File: src/rtl/imm_chain_sequencer_pkg.sv
// Shared types, widths and encodings for the immediate chain sequencer.
package imm_chain_sequencer_pkg;

  localparam int unsigned DATA_W     = 32;
  localparam int unsigned IMM_W      = 12;
  localparam int unsigned TAG_W      = 4;
  localparam int unsigned MAX_CHUNKS = 3;
  localparam int unsigned CNT_W      = 3;

  typedef enum logic [1:0] {
    ST_IDLE  = 2'd0,
    ST_ACCUM = 2'd1,
    ST_OUT   = 2'd2
  } state_t;

  typedef logic [1:0] mode_t;

  localparam mode_t MODE_ZERO  = 2'b00;
  localparam mode_t MODE_SIGN  = 2'b01;
  localparam mode_t MODE_CHAIN = 2'b10;
  localparam mode_t MODE_LAST  = 2'b11;

endpackage

File: src/rtl/imm_chain_sequencer_if.sv
// Decode-side beat channel and execute-side result channel.
interface imm_chain_sequencer_if;
  import imm_chain_sequencer_pkg::*;

  logic              in_valid;
  logic              in_ready;
  logic [IMM_W-1:0]  in_imm;
  mode_t             in_mode;
  logic [TAG_W-1:0]  in_tag;
  logic              out_valid;
  logic              out_ready;
  logic [DATA_W-1:0] out_data;
  logic [TAG_W-1:0]  out_tag;
  logic              out_err;

  modport master (
    output in_valid, in_imm, in_mode, in_tag, out_ready,
    input  in_ready, out_valid, out_data, out_tag, out_err
  );

  modport slave (
    input  in_valid, in_imm, in_mode, in_tag, out_ready,
    output in_ready, out_valid, out_data, out_tag, out_err
  );
endinterface

File: src/rtl/imm_chain_sequencer_zext.sv
// Zero-extends an immediate field to the full result width.
module imm_chain_sequencer_zext
  import imm_chain_sequencer_pkg::*;
(
  input  logic [IMM_W-1:0]  imm,
  output logic [DATA_W-1:0] ext_c
);

  // Pad the upper bits with zeros.
  assign ext_c = {{(DATA_W-IMM_W){1'b0}}, imm};

endmodule

File: src/rtl/imm_chain_sequencer.sv
// Builds 32-bit constants from single or chained 12-bit immediate beats.
module imm_chain_sequencer
  import imm_chain_sequencer_pkg::*;
(
  input  logic                 clk,
  input  logic                 rst,
  imm_chain_sequencer_if.slave bus
);

  state_t            state_q, state_nxt;
  logic [DATA_W-1:0] acc_q, acc_nxt;
  logic [CNT_W-1:0]  cnt_q, cnt_nxt;
  logic [TAG_W-1:0]  tag_q, tag_nxt;
  logic              err_q, err_nxt;

  logic              in_ready_q;
  logic              out_valid_q;
  logic [DATA_W-1:0] out_data_q;
  logic [TAG_W-1:0]  out_tag_q;
  logic              out_err_q;

  logic              beat;
  logic              load_out;
  logic [DATA_W-1:0] res_data;
  logic [TAG_W-1:0]  res_tag;
  logic              res_err;
  logic [DATA_W-1:0] zext;
  logic [DATA_W-1:0] sext;
  logic [DATA_W-1:0] shifted;
  logic              shift_err;
  logic [CNT_W-1:0]  cnt_inc;

  imm_chain_sequencer_zext u_zext (
    .imm   (bus.in_imm),
    .ext_c (zext)
  );

  assign beat    = bus.in_valid & in_ready_q;
  assign sext    = {{(DATA_W-IMM_W){bus.in_imm[IMM_W-1]}}, bus.in_imm};
  assign shifted = {acc_q[DATA_W-IMM_W-1:0], bus.in_imm};
  assign cnt_inc = (cnt_q == {CNT_W{1'b1}}) ? cnt_q : CNT_W'(cnt_q + 1'b1);
  // Bits shifted out, foreign tag, or one chunk too many.
  assign shift_err = (|acc_q[DATA_W-1:DATA_W-IMM_W])
                   | (bus.in_tag != tag_q)
                   | (cnt_q >= CNT_W'(MAX_CHUNKS));

  assign bus.in_ready  = in_ready_q;
  assign bus.out_valid = out_valid_q;
  assign bus.out_data  = out_data_q;
  assign bus.out_tag   = out_tag_q;
  assign bus.out_err   = out_err_q;

  // State, chain accumulator and registered outputs.
  always_ff @(posedge clk) begin
    if (rst) begin
      state_q     <= ST_IDLE;
      acc_q       <= '0;
      cnt_q       <= '0;
      tag_q       <= '0;
      err_q       <= 1'b0;
      in_ready_q  <= 1'b1;
      out_valid_q <= 1'b0;
      out_data_q  <= '0;
      out_tag_q   <= '0;
      out_err_q   <= 1'b0;
    end else begin
      state_q     <= state_nxt;
      acc_q       <= acc_nxt;
      cnt_q       <= cnt_nxt;
      tag_q       <= tag_nxt;
      err_q       <= err_nxt;
      in_ready_q  <= (state_nxt != ST_OUT);
      out_valid_q <= (state_nxt == ST_OUT);
      if (load_out) begin
        out_data_q <= res_data;
        out_tag_q  <= res_tag;
        out_err_q  <= res_err;
      end
    end
  end

  // Next-state decode.
  always_comb begin
    state_nxt = state_q;
    case (state_q)
      ST_IDLE:  if (beat) state_nxt = (bus.in_mode == MODE_CHAIN) ? ST_ACCUM : ST_OUT;
      ST_ACCUM: if (beat && bus.in_mode != MODE_CHAIN) state_nxt = ST_OUT;
      ST_OUT:   if (out_valid_q && bus.out_ready) state_nxt = ST_IDLE;
      default:  state_nxt = ST_IDLE;
    endcase
  end

  // Per-beat datapath: chain update and result selection.
  always_comb begin
    acc_nxt  = acc_q;
    cnt_nxt  = cnt_q;
    tag_nxt  = tag_q;
    err_nxt  = err_q;
    load_out = 1'b0;
    res_data = '0;
    res_tag  = bus.in_tag;
    res_err  = 1'b0;
    if (beat) begin
      case (state_q)
        ST_IDLE: begin
          case (bus.in_mode)
            MODE_CHAIN: begin
              acc_nxt = zext;
              cnt_nxt = CNT_W'(1);
              tag_nxt = bus.in_tag;
              err_nxt = 1'b0;
            end
            MODE_SIGN: begin
              load_out = 1'b1;
              res_data = sext;
            end
            default: begin
              load_out = 1'b1;
              res_data = zext;
            end
          endcase
        end
        ST_ACCUM: begin
          case (bus.in_mode)
            MODE_CHAIN: begin
              acc_nxt = shifted;
              cnt_nxt = cnt_inc;
              err_nxt = err_q | shift_err;
            end
            MODE_LAST: begin
              load_out = 1'b1;
              res_data = shifted;
              res_tag  = tag_q;
              res_err  = err_q | shift_err;
              acc_nxt  = '0;
              cnt_nxt  = '0;
              err_nxt  = 1'b0;
            end
            default: begin
              // Open chain is abandoned; the single constant is flagged.
              load_out = 1'b1;
              res_data = (bus.in_mode == MODE_SIGN) ? sext : zext;
              res_err  = 1'b1;
              acc_nxt  = '0;
              cnt_nxt  = '0;
              err_nxt  = 1'b0;
            end
          endcase
        end
        default: ;
      endcase
    end
  end

endmodule

File: src/flat_wrapper.sv
// flat-port wrapper written by rule: the top's interface ports become plain ports
module imm_chain_sequencer_flat import imm_chain_sequencer_pkg::*;
  (clk, rst, bus_in_valid, bus_in_imm, bus_in_mode, bus_in_tag, bus_out_ready, bus_in_ready, bus_out_valid, bus_out_data, bus_out_tag, bus_out_err);
  imm_chain_sequencer_if bus_i ();
  input  logic clk;
  input  logic rst;
  input wire logic [$bits(bus_i.in_valid)-1:0] bus_in_valid;
  input wire logic [$bits(bus_i.in_imm)-1:0] bus_in_imm;
  input wire logic [$bits(bus_i.in_mode)-1:0] bus_in_mode;
  input wire logic [$bits(bus_i.in_tag)-1:0] bus_in_tag;
  input wire logic [$bits(bus_i.out_ready)-1:0] bus_out_ready;
  output wire logic [$bits(bus_i.in_ready)-1:0] bus_in_ready;
  output wire logic [$bits(bus_i.out_valid)-1:0] bus_out_valid;
  output wire logic [$bits(bus_i.out_data)-1:0] bus_out_data;
  output wire logic [$bits(bus_i.out_tag)-1:0] bus_out_tag;
  output wire logic [$bits(bus_i.out_err)-1:0] bus_out_err;
  assign bus_i.in_valid = bus_in_valid;
  assign bus_i.in_imm = bus_in_imm;
  assign bus_i.in_mode = bus_in_mode;
  assign bus_i.in_tag = bus_in_tag;
  assign bus_i.out_ready = bus_out_ready;
  assign bus_in_ready = bus_i.in_ready;
  assign bus_out_valid = bus_i.out_valid;
  assign bus_out_data = bus_i.out_data;
  assign bus_out_tag = bus_i.out_tag;
  assign bus_out_err = bus_i.out_err;
  imm_chain_sequencer u_core (.clk(clk), .rst(rst), .bus(bus_i));
endmodule
File: config.mk
export PLATFORM = sky130hd
export DESIGN_NAME = imm_chain_sequencer_flat
export DESIGN_NICKNAME = d
export VERILOG_FILES = /design/src/rtl/imm_chain_sequencer_pkg.sv /design/src/rtl/imm_chain_sequencer_if.sv /design/src/rtl/imm_chain_sequencer_zext.sv /design/src/rtl/imm_chain_sequencer.sv /design/src/flat_wrapper.sv
export SDC_FILE = /design/constraint.sdc
export NUM_CORES = 1
export LEC_CHECK = 0
export CORE_ASPECT_RATIO = 2
export CORE_MARGIN = 2
export CORE_UTILIZATION = 30
export CTS_BUF_LIST = sky130_fd_sc_hd__clkbuf_16
export DETAILED_ROUTE_END_ITERATION = 12
export PLACE_DENSITY = 0.52
export SETUP_SLACK_MARGIN = 0.3
export SLEW_MARGIN = 20
export SYNTH_ARGS = -nofsm -noshare
export SYNTH_HDL_FRONTEND = slang
export SYNTH_SLANG_ARGS = --single-unit
File: constraint.sdc
create_clock -name clk -period 1.5 [get_ports clk]
set_input_delay 0.3 -clock clk [delete_from_list [all_inputs] [get_ports clk]]
set_output_delay 0.3 -clock clk [all_outputs]
set_load 0.01 [all_outputs]
# ---- Word level (Yosys, flattened, before mapping)
# Index checks and enable logic that the tools add are counted.
dict set report word_totals {
  regBits 81
  output_inout_bits 39
  in_bits 22
  word_cells 66
}
dict set report op_classes {
  eq_ne 12
  mux 29
  reduce_logical 9
  addsub 1
  magnitude_cmp 1
  bitwise 4
}
# operator count
set ops {}
lappend ops {{$pmux 32 s2} 4}
lappend ops {{$mux 32} 4}
lappend ops {{$mux 4} 3}
lappend ops {{$reduce_or 12->1} 1}
lappend ops {{$mux 3} 3}
lappend ops {{$eq 2x2->1 const B} 4}
lappend ops {{$mux 2} 4}
lappend ops {{$mux 1} 7}
lappend ops {{$pmux 2 s3} 1}
lappend ops {{$pmux 3 s2} 1}
lappend ops {{$reduce_and 3->1} 2}
lappend ops {{$eq 2x1->1 const B} 2}
lappend ops {{$ne 2x2->1 const B} 2}
lappend ops {{$ne 4x4->1} 1}
lappend ops {{$pmux 1 s2} 2}
lappend ops {{$reduce_and 4->1} 1}
lappend ops {{$add 3x1->3 const B} 1}
lappend ops {{$eq 3x3->1 const B} 1}
lappend ops {{$ge 3x2->1 const B} 1}
lappend ops {{$ne 3x3->1 const B} 1}
lappend ops {{$or 1x1->1} 3}
lappend ops {{$logic_and 1x1->1} 2}
lappend ops {{$logic_not 2->1} 1}
lappend ops {{$ne 2x1->1 const B} 1}
lappend ops {{3 further kinds} 3}

# ---- Depth between registers and ports, before layout
# Gate-level depths: netlist of run 1.
dict set report depth {
  word_depth 7
  ltp_mapped 8
}

# ---- Modules after synthesis
# Synthesis of run 1 repeated with hierarchy kept, for this count alone.
dict set report hier_totals {
  cells_unflattened 497
  area_unflattened_um2 4166.5
}
# module seq_area_each_um2 area_per_inst_um2 instances cells_per_inst
set modules_own_cells {}
lappend modules_own_cells {imm_chain_sequencer 1621.6 3922.5 1 464}
lappend modules_own_cells {imm_chain_sequencer_zext 0.0 244.0 1 33}

# ---- Worst setup path before layout of run 1
# No wires, ideal clock.
dict set report synth_timing {
  path_type {input to register}
  from {input bus_in_mode[0]}
  to {register u_core.out_data_q[10], in the netlist u_core.bus.out_data[10]}
  path_buffers 2
  slack_ns -0.060
  setup_time_ns 0.128
  arrival_ns 1.432
  path_stages 7
  path_cell_list {inv_1 -> ha_1 -> or3_1 -> clkbuf_1 -> buf_2 -> a22oi_1 -> nor2_1}
}
dict set report synth_via {
  elab_chain_cells 4
  word_cells_on_any_way 10
}
# element line
set synth_lines {}
lappend synth_lines {{start: declaration} flat_wrapper.sv:9} ;# input wire logic [$bits(bus_i.in_mode)-1:0] bus_in_mode;
lappend synth_lines {{$eq 2x2->1 (tied with other cells)} imm_chain_sequencer.sv:124} ;# case (bus.in_mode)
lappend synth_lines {{$pmux 32 s2 (tied with other cells)} imm_chain_sequencer.sv:124}
lappend synth_lines {{$pmux 32 s2 or $mux 1 (tied branches)} -}
lappend synth_lines {{$mux 32 or $mux 1 (tied branches)} imm_chain_sequencer.sv:103} ;# if (beat) begin
lappend synth_lines {{end signal: assignment} imm_chain_sequencer.sv:75} ;# out_data_q <= res_data;
lappend synth_lines {{end: declaration} imm_chain_sequencer.sv:18} ;# logic [DATA_W-1:0] out_data_q;
# Several ways; a longest one is shown, not always the timed one.
# A chain may end at the register's enable or synchronous reset.

# ---- Worst setup path in the final report of run 1
dict set report layout_timing {
  from {register u_core.state_q[1]}
  to {register u_core.acc_q[27]}
}
dict set report layout_via {
  elab_chain_cells 3
  word_cells_on_any_way 6
}
# element line
set layout_lines {}
lappend layout_lines {{start: declaration} imm_chain_sequencer.sv:10} ;# state_t state_q, state_nxt;
lappend layout_lines {{start signal: assignment} imm_chain_sequencer.sv:67} ;# state_q <= state_nxt;
lappend layout_lines {{$logic_not 2->1 or $eq 2x1->1 (tied branches)} imm_chain_sequencer.sv:104} ;# case (state_q)
lappend layout_lines {{$ne 2x1->1 (no source line) or $reduce_bool 2->1 (tied branches)} -}
lappend layout_lines {{$reduce_and 3->1 (no source line)} -}
lappend layout_lines {{end signal: assignment} imm_chain_sequencer.sv:68} ;# acc_q <= acc_nxt;
lappend layout_lines {{end: declaration} imm_chain_sequencer.sv:11} ;# logic [DATA_W-1:0] acc_q, acc_nxt;
# Several ways; a longest one is shown, not always the timed one.

==> results of run 1 <==
## routing by layer
| layer | routed length, µm | GRT usage [%] | share of wire (%) | vias to the layer above |
|---|---|---|---|---|
| met5 | 0 | 0 | 0 | - |
| met4 | 210 | 7.44 | 1.9 | 0 |
| met3 | 239 | 3.09 | 2.2 | 13 |
| met2 | 6490 | 37.4 | 60 | 50 |
| met1 | 3920 | 19.2 | 36 | 1542 |
| li1 | - | - | - | 1548 |
## state kept, by name, indices dropped and copies added, names as in the netlist
signal                cells
u_core.cnt_q              3
u_core.bus.out_valid      1
u_core.bus.in_ready       1
u_core.tag_q              4
u_core.bus.out_err        1
u_core.acc_q             32
u_core.bus.out_data      32
u_core.state_q            2
u_core.bus.out_tag        4
u_core.err_q              1
## area by class of cell
cell class | instances | area share, %
flip-flops and latches | 81 | 28.5
multi-input cells | 246 | 36.3
clock inverters | 7 | 1.06
repair buffers | 143 | 26.5
inverters | 7 | 0.671
clock buffers | 9 | 3.89
well taps | 140 | 3.03
## metrics by stage
stage | cell area, µm² | util [%] | setup WS (ps) | power [mW] | hold slack, ps
finish | 5780 | 53.5 | -117 | 5.72 | 416
CTS | 5690 | 52.6 | -108 | 5.76 | 414
floorplan | 3640 | - | 35.5 | 2.86 | 435
detailed placement | 4700 | 43.5 | -715 | 3.30 | 477
global route | 5780 | 53.5 | -148 | 5.97 | 430
global placement | 4700 | 43.5 | -696 | 3.29 | 468
## how the worst min path moves through the flow
| stage | slack [ps] | depth (start not counted) | endpoint | from |
|---|---|---|---|---|
| 4_1_cts | 410 | 2 | u_core.bus.out_data[1]$_SDFFE_PP0P_ | rst |
| 6_report | 420 | 2 | u_core.bus.out_data[1]$_SDFFE_PP0P_ | rst |
| 3_5_place_dp | 480 | 2 | u_core.tag_q[2]$_SDFFE_PP0P_ | u_core.tag_q[2]$_SDFFE_PP0P_ |
| 5_1_grt | 430 | 2 | u_core.acc_q[13]$_SDFFE_PP0P_ | rst |
| 3_3_place_gp | 470 | 2 | u_core.tag_q[2]$_SDFFE_PP0P_ | u_core.tag_q[2]$_SDFFE_PP0P_ |
| 2_1_floorplan | 440 | 2 | u_core.bus.out_data[11]$_SDFFE_PP0P_ | bus_in_imm[11] |
## worst max-delay path: stages (launching register included)
cell and delay, ps:
sky130_fd_sc_hd__dfxtp_2 320, sky130_fd_sc_hd__buf_12 130, sky130_fd_sc_hd__buf_12 120, sky130_fd_sc_hd__or3_4 430, sky130_fd_sc_hd__buf_12 170, sky130_fd_sc_hd__buf_16 120
sky130_fd_sc_hd__a22oi_2 150, sky130_fd_sc_hd__nor2_1 60
## cell usage after synthesis, types with 2 or more instances
cell and number:
sky130_fd_sc_hd__dfxtp_1 81, sky130_fd_sc_hd__nor2_1 62, sky130_fd_sc_hd__a22oi_1 32, sky130_fd_sc_hd__nand2_1 26, sky130_fd_sc_hd__a21oi_1 19, sky130_fd_sc_hd__nand3_1 17
sky130_fd_sc_hd__clkbuf_1 14, sky130_fd_sc_hd__a211oi_1 13, sky130_fd_sc_hd__o21ai_0 12, sky130_fd_sc_hd__a211oi_2 10, sky130_fd_sc_hd__o21ai_1 10, sky130_fd_sc_hd__buf_2 8
sky130_fd_sc_hd__inv_1 7, sky130_fd_sc_hd__ha_1 6, sky130_fd_sc_hd__nor3_1 6, sky130_fd_sc_hd__mux2i_1 5, sky130_fd_sc_hd__nor4_1 5, sky130_fd_sc_hd__buf_6 4
sky130_fd_sc_hd__xnor2_1 4, sky130_fd_sc_hd__nand3b_1 3, sky130_fd_sc_hd__buf_4 2, sky130_fd_sc_hd__nand4_1 2, sky130_fd_sc_hd__or3_1 2
## cells in the final DEF, fill, tap and decap left out, types with 12 or more instances in the layout
cell type	Yosys	routed
sky130_fd_sc_hd__nand2_1	26	12
sky130_fd_sc_hd__dfxtp_2	0	20
sky130_fd_sc_hd__a22oi_2	0	32
sky130_fd_sc_hd__buf_4	2	39
sky130_fd_sc_hd__nand3_1	17	17
sky130_fd_sc_hd__buf_2	8	39
sky130_fd_sc_hd__nor2_1	62	52
sky130_fd_sc_hd__dfxtp_1	81	60
sky130_fd_sc_hd__buf_16	0	12
sky130_fd_sc_hd__buf_12	0	16
sky130_fd_sc_hd__buf_6	4	17
sky130_fd_sc_hd__clkdlybuf4s50_1	0	16
sky130_fd_sc_hd__a211oi_2	10	23
## power by group through the flow
stage          combinational, mW  clock, mW  sequential (mW)
2_1_floorplan              0.443          0             2.42
3_3_place_gp               0.900          0             2.39
4_1_cts                     1.22       2.19             2.35
3_5_place_dp               0.910          0             2.39
5_1_grt                     1.31       2.29             2.37
6_report                    1.24       2.13             2.36
## timing repair
action	in CTS	in global routing
gates cloned	13	0
setup endpoints to repair	120	94
gates resized for setup	246	56
setup buffers	18	2
pin swaps	20	16
## logic make-up after synthesis
group	count (synthesis)	share of synthesized area, %
xor gates and xnor gates	4	1.07
and+or+nand+nor	128	17.5
buffers and inverters	37	5.72
DFF	81	49.4
muxes	5	1.53
adders and majority gates	6	2.29
AOI/OAI and AO/OA	103	22.5
==> run metrics, run 1 <==
GRT overflow 0; final number of setup-violating endpoints 50; total number of yosys warnings 0; layout net count between 500 and 600; total global-route track usage 19.0%; vias in the first global route about 3.3k; clock slew at reported path FFs 60 ps; core area about 11,000 µm²; Max Clock Skew 4.15 ps; share of the synthesized area in the top cell type 49.4%; proportion of power drawn by the clock network 37.2%; Die Width 78.0 µm; proportion of power drawn by combinational gates between 20% and 30%; Psw 1.52 mW; Worst Setup SP u_core.state_q[1]$_SDFF_PP0_; final max-slew violation count 0; proportion of synthesized chip area in sequential cells 49.4%; r2r setup slk -120 ps; Die ar. 11,800 µm²; max-capacitance violation count 0; Port-buffer cells 60; initial antenna violation count 0; worst-case vdd ir drop 554 µV; leakage component of the power around 2.2 nW; cts-stage hold buffer count 0; post-detailed-route wirelength per cell 17.2 µm; buffer cell driving the clock tree root sky130_fd_sc_hd__clkbuf_16; Main synth FF type sky130_fd_sc_hd__dfxtp_1; DRT iter0 DRCs 158; routed vias/inst around 5; number of CTS-inserted buffers 9; critical path start-end classification reg2reg; final non-filler cell total 633; nets in the synthesized netlist roughly 390; relative area change from synthesis to final layout 76.2%; distinct cell type count of the synthesized netlist 37; H-tree lvl count 3; Critical Path Sink Type flip-flop; Starting Density 30.4%; number of enable flip-flop cells after synthesis 0; clock tree buffer depth 2; async set-or-reset flop fraction in the synthesized netlist 0%; antenna-violating nets left 0; pin count of the biggest net entering global routing 25; maximum net fanout on the critical path 6; latest clock arrival within the worst-skew pair 340 ps; Power Dens Cells 990 nW/µm²; Antenna diodes 0; top-level I/O count 61; total wire length 10,900 µm; fraction of layout instances using a drive strength above 1 between 50% and 60%; number of iterations in the first detailed-routing pass 4; fillers 981; Hold/Removal Path Class in2reg; highest clock rate 0.619 GHz; count of endpoints failing hold in the final timing report 0; Fin Setup TNS -1460 ps; number of flip-flops and latches in the synthesized netlist 81; wire length of the first global-routing pass 17,100 µm; final HPWL from detailed placement ~7000 µm; total number of clock tree sinks 81; via count roughly 3.2k; post-synthesis instance area 3280 µm²; register cell area after layout 1650 µm²; crit share post-route 108%; Post-Synthesis Cells 364; Int Power 4.21 mW; capture point of the critical path u_core.acc_q[27]$_SDFFE_PP0P_; setup repair after global routing missed its margin yes; violations in the final reports setup timing; sequential share of power 41.2%; Die Y-Extent 152 µm; Max-slew headroom 64.7%; Register-to-Register Path Depth 7; result of the run complete, but fails checks; net switching share of the total power 26.5%; crit path launch type flip-flop; Synth area leader sky130_fd_sc_hd__dfxtp_1; multi-input gate area in the final layout 2100 µm²; total DRC errors in the routed layout 0; Worst Tran Pin Value 529 ps; Min Clock Period, post-route 1620 ps; synthesized area per cell 9.02 µm²; cells taking the most area after synthesis sky130_fd_sc_hd__dfxtp_1 49%, sky130_fd_sc_hd__a22oi_1 7.3%, sky130_fd_sc_hd__nor2_1 7.1%; cell total after placement between 500 and 600; floorplan row count 54; worst path arrival time between 1500 and 2000 ps; Worst Path Required 1730 ps; fin worst setup slack -117 ps; TritonCTS clock tree yes; worst reg2reg path endpoint u_core.acc_q[27]$_SDFFE_PP0P_; origin of the critical flop-to-flop path u_core.state_q[1]$_SDFF_PP0_; global placer's final weighted congestion 0.781
Note: power is estimated with default switching activity, not from simulation.
==> inputs of run 2 (changes only) <==
CELL_PAD_IN_SITES_DETAIL_PLACEMENT = 1   (was default)
CELL_PAD_IN_SITES_GLOBAL_PLACEMENT = 2   (was default)
CORE_UTILIZATION = 29   (was 30)
PLACE_DENSITY = 0.74   (was 0.52)
SYNTH_HIERARCHICAL = 1   (was default)
==> run 2 against run 1 <==
The flow still finishes with violations (setup timing); fmax fell by 5.6%; combinational power rose by 53%; area after synthesis up 27%; synthesized cell count up 37%; clock power up 14%; clock-buffer cell count is the same; largest power group unchanged; highest routed layer unchanged.
==> run metrics, run 2 <==
result of the run complete, but fails checks; violations in the final reports setup timing; floorplan row count a little over 60; Min Clock Period, post-route 1710 ps; TritonCTS clock tree yes; synthesized area per cell about 8.4 µm²; crit path launch type input port; crit share post-route 114%; post-layout total power 6.76 mW; buffer cell driving the clock tree root sky130_fd_sc_hd__clkbuf_16; total number of clock tree sinks 81; critical path start-end classification in2reg; fraction of layout instances using a drive strength above 1 49.2%; Worst Path Required ~1800 ps; Synth area leader sky130_fd_sc_hd__dfxtp_1; Die ar. 15,400 µm²; total DRC errors in the routed layout 0; worst reg2reg path endpoint u_core/bus.out_data[23]$_SDFFE_PP0P_; worst path arrival time 1960 ps; core area approximately 14,000 µm²; share of the synthesized area in the top cell type 38.9%; setup repair after global routing missed its margin yes; Post-Synthesis Cells 497; top-level I/O count 61; cells taking the most area after synthesis sky130_fd_sc_hd__dfxtp_1 39%, sky130_fd_sc_hd__nor2_1 7.1%, sky130_fd_sc_hd__a222oi_1 6.2%; origin of the critical flop-to-flop path u_core/state_q[1]$_SDFF_PP0_; post-detailed-route wirelength per cell 21.1 µm; proportion of power drawn by the clock network 35.8%; antenna-violating nets left 0; async set-or-reset flop fraction in the synthesized netlist 0%; Starting Density 29.3%; final HPWL from detailed placement 10,100 µm; DRT iter0 DRCs 277; maximum net fanout on the critical path 5; via count between 4k and 5k; count of endpoints failing hold in the final timing report 0; most used cells in the layout excluding fill and tap cells 55 x sky130_fd_sc_hd__buf_4, 55 x sky130_fd_sc_hd__nor2_1, 55 x sky130_fd_sc_hd__dfxtp_1; distinct cell type count of the synthesized netlist 50; Main synth FF type sky130_fd_sc_hd__dfxtp_1; vias in the first global route roughly 4.6k; most common cell in the netlist sky130_fd_sc_hd__dfxtp_1; layout net count 653; Register-to-Register Path Depth 7; latest clock arrival within the worst-skew pair 350 ps; initial antenna violation count 0; routed vias/inst 5.42; Psw 2.05 mW; net switching share of the total power between 30% and 40%; Die Y-Extent about 170 µm; number of enable flip-flop cells after synthesis 0; final max-slew violation count 0; proportion of power drawn by combinational gates 28.2%; Max Clock Skew around 9.3 ps; number of CTS-inserted buffers 9; highest clock rate just under 0.6 GHz; wire length of the first global-routing pass 25,800 µm; Hold/Removal Path Class in2reg; sequential share of power 36.1%; proportion of synthesized chip area in sequential cells 38.9%; GRT overflow 0; total placed instance area 5510 µm²; clock slew at reported path FFs 60 ps; Port-buffer cells 60; Int Power 4.71 mW; final design utilization 48.4%; number of flip-flops and latches in the synthesized netlist a little over 80; Power Dens Cells 984 nW/µm²; Worst Setup SP bus_in_mode[1]; sink of the worst hold path u_core/cnt_q[0]$_SDFFE_PP0P_; global placer's final weighted congestion ~0.78; H-tree lvl count 3; final number of setup-violating endpoints 70; Die Width approximately 89 µm; pin count of the biggest net entering global routing 28; number of cells on the worst hold path 2; hold path startpoint rst; worst-case vdd ir drop 601 µV; r2r setup slk -200 ps; Critical Path Sink Type flip-flop; total wire length 17,300 µm; number of iterations in the first detailed-routing pass 5; post-synthesis instance area 4170 µm²; total global-route track usage between 20 and 25%; fin worst setup slack -213 ps; fillers 1,573; clock tree buffer depth 2; relative area change from synthesis to final layout 64.9%; leakage component of the power 2.72 nW; post-route cell area 6870 µm²; Antenna diodes 0; total number of yosys warnings 6; most instantiated cells after synthesis 81 x sky130_fd_sc_hd__dfxtp_1, 79 x sky130_fd_sc_hd__nor2_1, 35 x sky130_fd_sc_hd__nand2_1, 32 x sky130_fd_sc_hd__buf_4, 30 x sky130_fd_sc_hd__clkbuf_1; max-capacitance violation count 0
## run 2: cell count changes after synthesis, moves of 6 or more
cell / delta
sky130_fd_sc_hd__a211oi_2: -10
sky130_fd_sc_hd__a21o_1: +20
sky130_fd_sc_hd__a221oi_1: +10
sky130_fd_sc_hd__a222oi_1: +26
sky130_fd_sc_hd__a22oi_1: -31
sky130_fd_sc_hd__a311oi_1: +27
sky130_fd_sc_hd__buf_2: +6
sky130_fd_sc_hd__buf_4: +30
sky130_fd_sc_hd__clkbuf_1: +16
sky130_fd_sc_hd__nand2_1: +9
sky130_fd_sc_hd__nand3_1: -8
sky130_fd_sc_hd__nor2_1: +17
sky130_fd_sc_hd__nor3_1: +9
sky130_fd_sc_hd__o21ai_1: -7
## run 2: power groups by stage
stage	combinational, mW	sequential, mW	clock, mW
2_1_floorplan	0.761	2.49	0
3_3_place_gp	1.43	2.46	0
3_5_place_dp	1.45	2.46	0
4_1_cts	1.72	2.43	2.46
5_1_grt	2.02	2.45	2.54
6_report	1.90	2.44	2.42
## run 2: kinds of logic after synthesis
family / count (synthesis) / share of synthesized area (%)
other cells: 1 / 0.0900
fa+ha+maj: 6 / 1.80
simple gates: 161 / 17.1
buf+inv: 88 / 11.5
mux: 10 / 2.43
compound gates: 148 / 27.7
xor+xnor: 2 / 0.420
flops: 81 / 38.9
## run 2: how the worst max path moves through the flow
stage	end	slack, ps	cells past startpoint
after floorplan	u_core/bus.out_data[0]$_SDFFE_PP0P_	-190	7
after global placement	u_core/bus.out_data[9]$_SDFFE_PP0P_	-830	9
after detailed placement	u_core/bus.out_data[20]$_SDFFE_PP0P_	-880	9
after CTS	u_core/bus.out_data[6]$_SDFFE_PP0P_	-120	9
after global routing	u_core/bus.out_data[23]$_SDFFE_PP0P_	-260	10
final	u_core/bus.out_data[23]$_SDFFE_PP0P_	-210	10
## run 2: what timing repair did
| action | 4_1_cts | 5_1_grt |
|---|---|---|
| endpoints found under the setup margin | 120 | 88 |
| pin swaps | 51 | 41 |
| gates resized for setup | 288 | 78 |
| hold buffers | 0 | 0 |
| setup buffers | 23 | 13 |
| cloned | 9 | 0 |
## run 2: layout make-up
type	count	area, µm²	share of cell area (%)
clock buffers	9	225	3.28
clock inverters	7	93.8	1.37
inverters	9	53.8	0.783
multi-input cells	347	2830	41.2
flip-flops and latches	81	1660	24.1
well taps	192	240	3.50
repair buffers	177	1770	25.8
## run 2: layer usage
metal	GRT usage [%]	wire, µm
met4	9.41	627
met3	3.33	509
met5	0	0
met1	26.5	6730
met2	37.9	9460
## run 2: critical path, cell delays in order
cell and delay (ps):
sky130_fd_sc_hd__buf_6 90, sky130_fd_sc_hd__buf_8 130, sky130_fd_sc_hd__ha_4 180, sky130_fd_sc_hd__buf_6 140, sky130_fd_sc_hd__a2111oi_4 390, sky130_fd_sc_hd__buf_4 230, sky130_fd_sc_hd__buf_16 130, sky130_fd_sc_hd__buf_6 90
sky130_fd_sc_hd__o21ai_2 40, sky130_fd_sc_hd__a311oi_1 240
## run 2: per-stage QoR
stage	hold WS, ps	TNS (ps)	std cells	setup slack (ps)
CTS	239	-2400	809	-121
global route	249	-8290	822	-264
finish	236	-4710	822	-213
floorplan	447	-6440	516	-194
global placement	484	-58030	761	-829
detailed placement	482	-61210	761	-881
==> inputs of run 3 (changes only) <==
PLACE_DENSITY = 0.82   (was 0.74)
==> run 3 against run 2 <==
The flow still finishes with violations (setup timing); sequential power barely moved; critical path depth did not move; combinational power about the same; cell count down 0.73%; via count grew 1.9%; critical endpoint is now u_core/bus.out_data[27]$_SDFFE_PP0P_; highest routed layer unchanged.
==> run metrics, run 3 (synthesized netlist as in run 2, its figures left out) <==
result of the run complete, but fails checks; violations in the final reports setup timing; Crit path buffers/inverters 5; Port-buffer cells 60; latest clock arrival within the worst-skew pair 350 ps; critical path, cell by cell buf_6 > buf_12 > inv_12 > ha_4 > buf_4 > buf_4 > nor2_4 > a22o_1 > a211oi_2 > nor3_2; routed vias/inst 5.56; Starting Density 29.3%; global placer's final weighted congestion about 0.78; capture point of the critical path u_core/bus.out_data[27]$_SDFFE_PP0P_; total wire length approximately 18,000 µm; total DRC errors in the routed layout 0; final number of setup-violating endpoints 76; maximum net fanout on the critical path 7; most used cells in the layout excluding fill and tap cells 56 x sky130_fd_sc_hd__buf_4, 54 x sky130_fd_sc_hd__dfxtp_1, 50 x sky130_fd_sc_hd__nor2_1; maximum single-stage delay on the critical path 440 ps; final HPWL from detailed placement 9990 µm; Die Width 88.8 µm; initial antenna violation count 0; final max-slew violation count 0; Antenna diodes 0; hold slack final 385 ps; Register-to-Register Path Depth 8; Power Dens Cells 963 nW/µm²; total number of cells along the worst setup path 10; post-route cell area 6770 µm²; cell repeated most along the worst path sky130_fd_sc_hd__buf_4; setup repair after global routing missed its margin yes; GRT overflow 0; hold path startpoint bus_in_tag[1]; Worst Path Required roughly 1700 ps; origin of the critical flop-to-flop path u_core/state_q[1]$_SDFF_PP0_; crit share post-route 113%; top-level I/O count 61; number of iterations in the first detailed-routing pass 10; leakage component of the power 2.67 nW; pin count of the biggest net entering global routing 36; Critical Path Sink Type flip-flop; clock slew at reported path FFs 70 ps; max-capacitance violation count 0; clock tree buffer depth 2; Min Clock Period, post-route around 1700 ps; buffer cell driving the clock tree root sky130_fd_sc_hd__clkbuf_16; CP delay by family, top compound AO/OA/AOI/OAI gates; fillers 1,599; critical path start-end classification in2reg; worst reg2reg path endpoint u_core/bus.out_tag[1]$_SDFFE_PP0P_; fraction of layout instances using a drive strength above 1 49.4%; number of CTS-inserted buffers 9; highest clock rate 0.590 GHz; relative area change from synthesis to final layout 62.4%; wire length of the first global-routing pass 25,700 µm; Max Clock Skew 8.71 ps; Hold/Removal Path Class in2reg; worst path arrival time between 1500 and 2000 ps; Die Y-Extent between 150 and 200 µm; crit path launch type input port; master of the slowest instance on the critical path sky130_fd_sc_hd__a211oi_2; Worst Setup SP bus_in_mode[0]; layout net count around 650; total number of clock tree sinks 81; via count 4,539; count of endpoints failing hold in the final timing report 0; worst-case vdd ir drop 577 µV; most common library cell in the layout ignoring fill and taps sky130_fd_sc_hd__buf_4; cts-stage hold buffer count 0; antenna-violating nets left 0; TritonCTS clock tree yes; post-detailed-route wirelength per cell about 22 µm; Die ar. 15,400 µm²; core area ~14,000 µm²; total global-route track usage 21.9%; DRT iter0 DRCs around 380; total placed instance area roughly 5500 µm²; floorplan row count 62; fin worst setup slack -194 ps; r2r setup slk -190 ps; vias in the first global route between 4k and 5k; H-tree lvl count 3
==> run 3: cell types whose count changed in the layout (fill, tap and decap cells not counted), sizes merged <==
cell           before  now
inv                11   12
dlymetal6s2s        2    1
clkbuf              9   11
clkdlybuf4s15       0    1
buf               159  150
clkdlybuf4s50      14   15
bufinv              2    0
clkinvlp            1    2
==> run 3: power breakdown <==
group	leakage (nW)	switching (mW)	internal, mW
registers	0.673	0.134	2.32
logic	1.87	0.973	0.948
clock network	0.134	1.00	1.14
==> run 3: what timing repair did <==
action                                  4_1_cts  5_1_grt
gates cloned                                  8        1
setup buffers                                17       17
endpoints found under the setup margin      120       87
gates resized for setup                     271       90
pin swaps                                    48       32
==> run 3: cell type report <==
type	instances	area (µm²)	area share [%]
Multi-Input combinational cell	347	2820	41.7
Clock inverter	7	53.8	0.795
Sequential cell	81	1660	24.5
Timing Repair Buffer	171	1710	25.3
Tap cell	192	240	3.55
Clock buffer	9	225	3.33
Inverter	9	53.8	0.795
==> run 3: metal layers <==
| metal | share of wire (%) | global-route usage (%) | vias up |
|---|---|---|---|
| met2 | 53 | 36.8 | 171 |
| met5 | 0 | 0 | - |
| met1 | 38 | 25.4 | 2249 |
| met4 | 4.9 | 13.6 | 0 |
| li1 | - | - | 2058 |
| met3 | 4.3 | 2.95 | 61 |
==> run 3: worst min path at each step <==
stage	slack [ps]	cells past startpoint	endpoint
6_report	390	4	u_core/tag_q[1]$_SDFFE_PP0P_
3_3_place_gp	480	2	u_core/bus.out_data[5]$_SDFFE_PP0P_
5_1_grt	410	4	u_core/tag_q[1]$_SDFFE_PP0P_
2_1_floorplan	450	2	u_core/tag_q[0]$_SDFFE_PP0P_
3_5_place_dp	490	2	u_core/bus.out_data[7]$_SDFFE_PP0P_
4_1_cts	420	3	u_core/cnt_q[1]$_SDFFE_PP0P_
==> run 3: stage by stage <==
| step | setup slack (ps) | std cells | util, % | power (mW) | setup TNS [ps] |
|---|---|---|---|---|---|
| 2_1_floorplan | -194 | 516 | - | 3.25 | -6440 |
| 3_3_place_gp | -845 | 757 | 38.5 | 3.84 | -59410 |
| 3_5_place_dp | -870 | 757 | 38.5 | 3.88 | -62410 |
| 4_1_cts | -127 | 798 | 44.1 | 6.22 | -3250 |
| 5_1_grt | -261 | 816 | 47.7 | 6.78 | -10170 |
| 6_report | -194 | 816 | 47.7 | 6.52 | -5750 |
==> run 3: worst reg2reg max path: stages, from the launching register on <==
cell and delay, ps:
sky130_fd_sc_hd__dfxtp_4 360, sky130_fd_sc_hd__buf_6 130, sky130_fd_sc_hd__nor4bb_4 300, sky130_fd_sc_hd__buf_6 220, sky130_fd_sc_hd__buf_6 120, sky130_fd_sc_hd__buf_6 120, sky130_fd_sc_hd__buf_6 110, sky130_fd_sc_hd__nor2_2 30
sky130_fd_sc_hd__a211oi_2 210
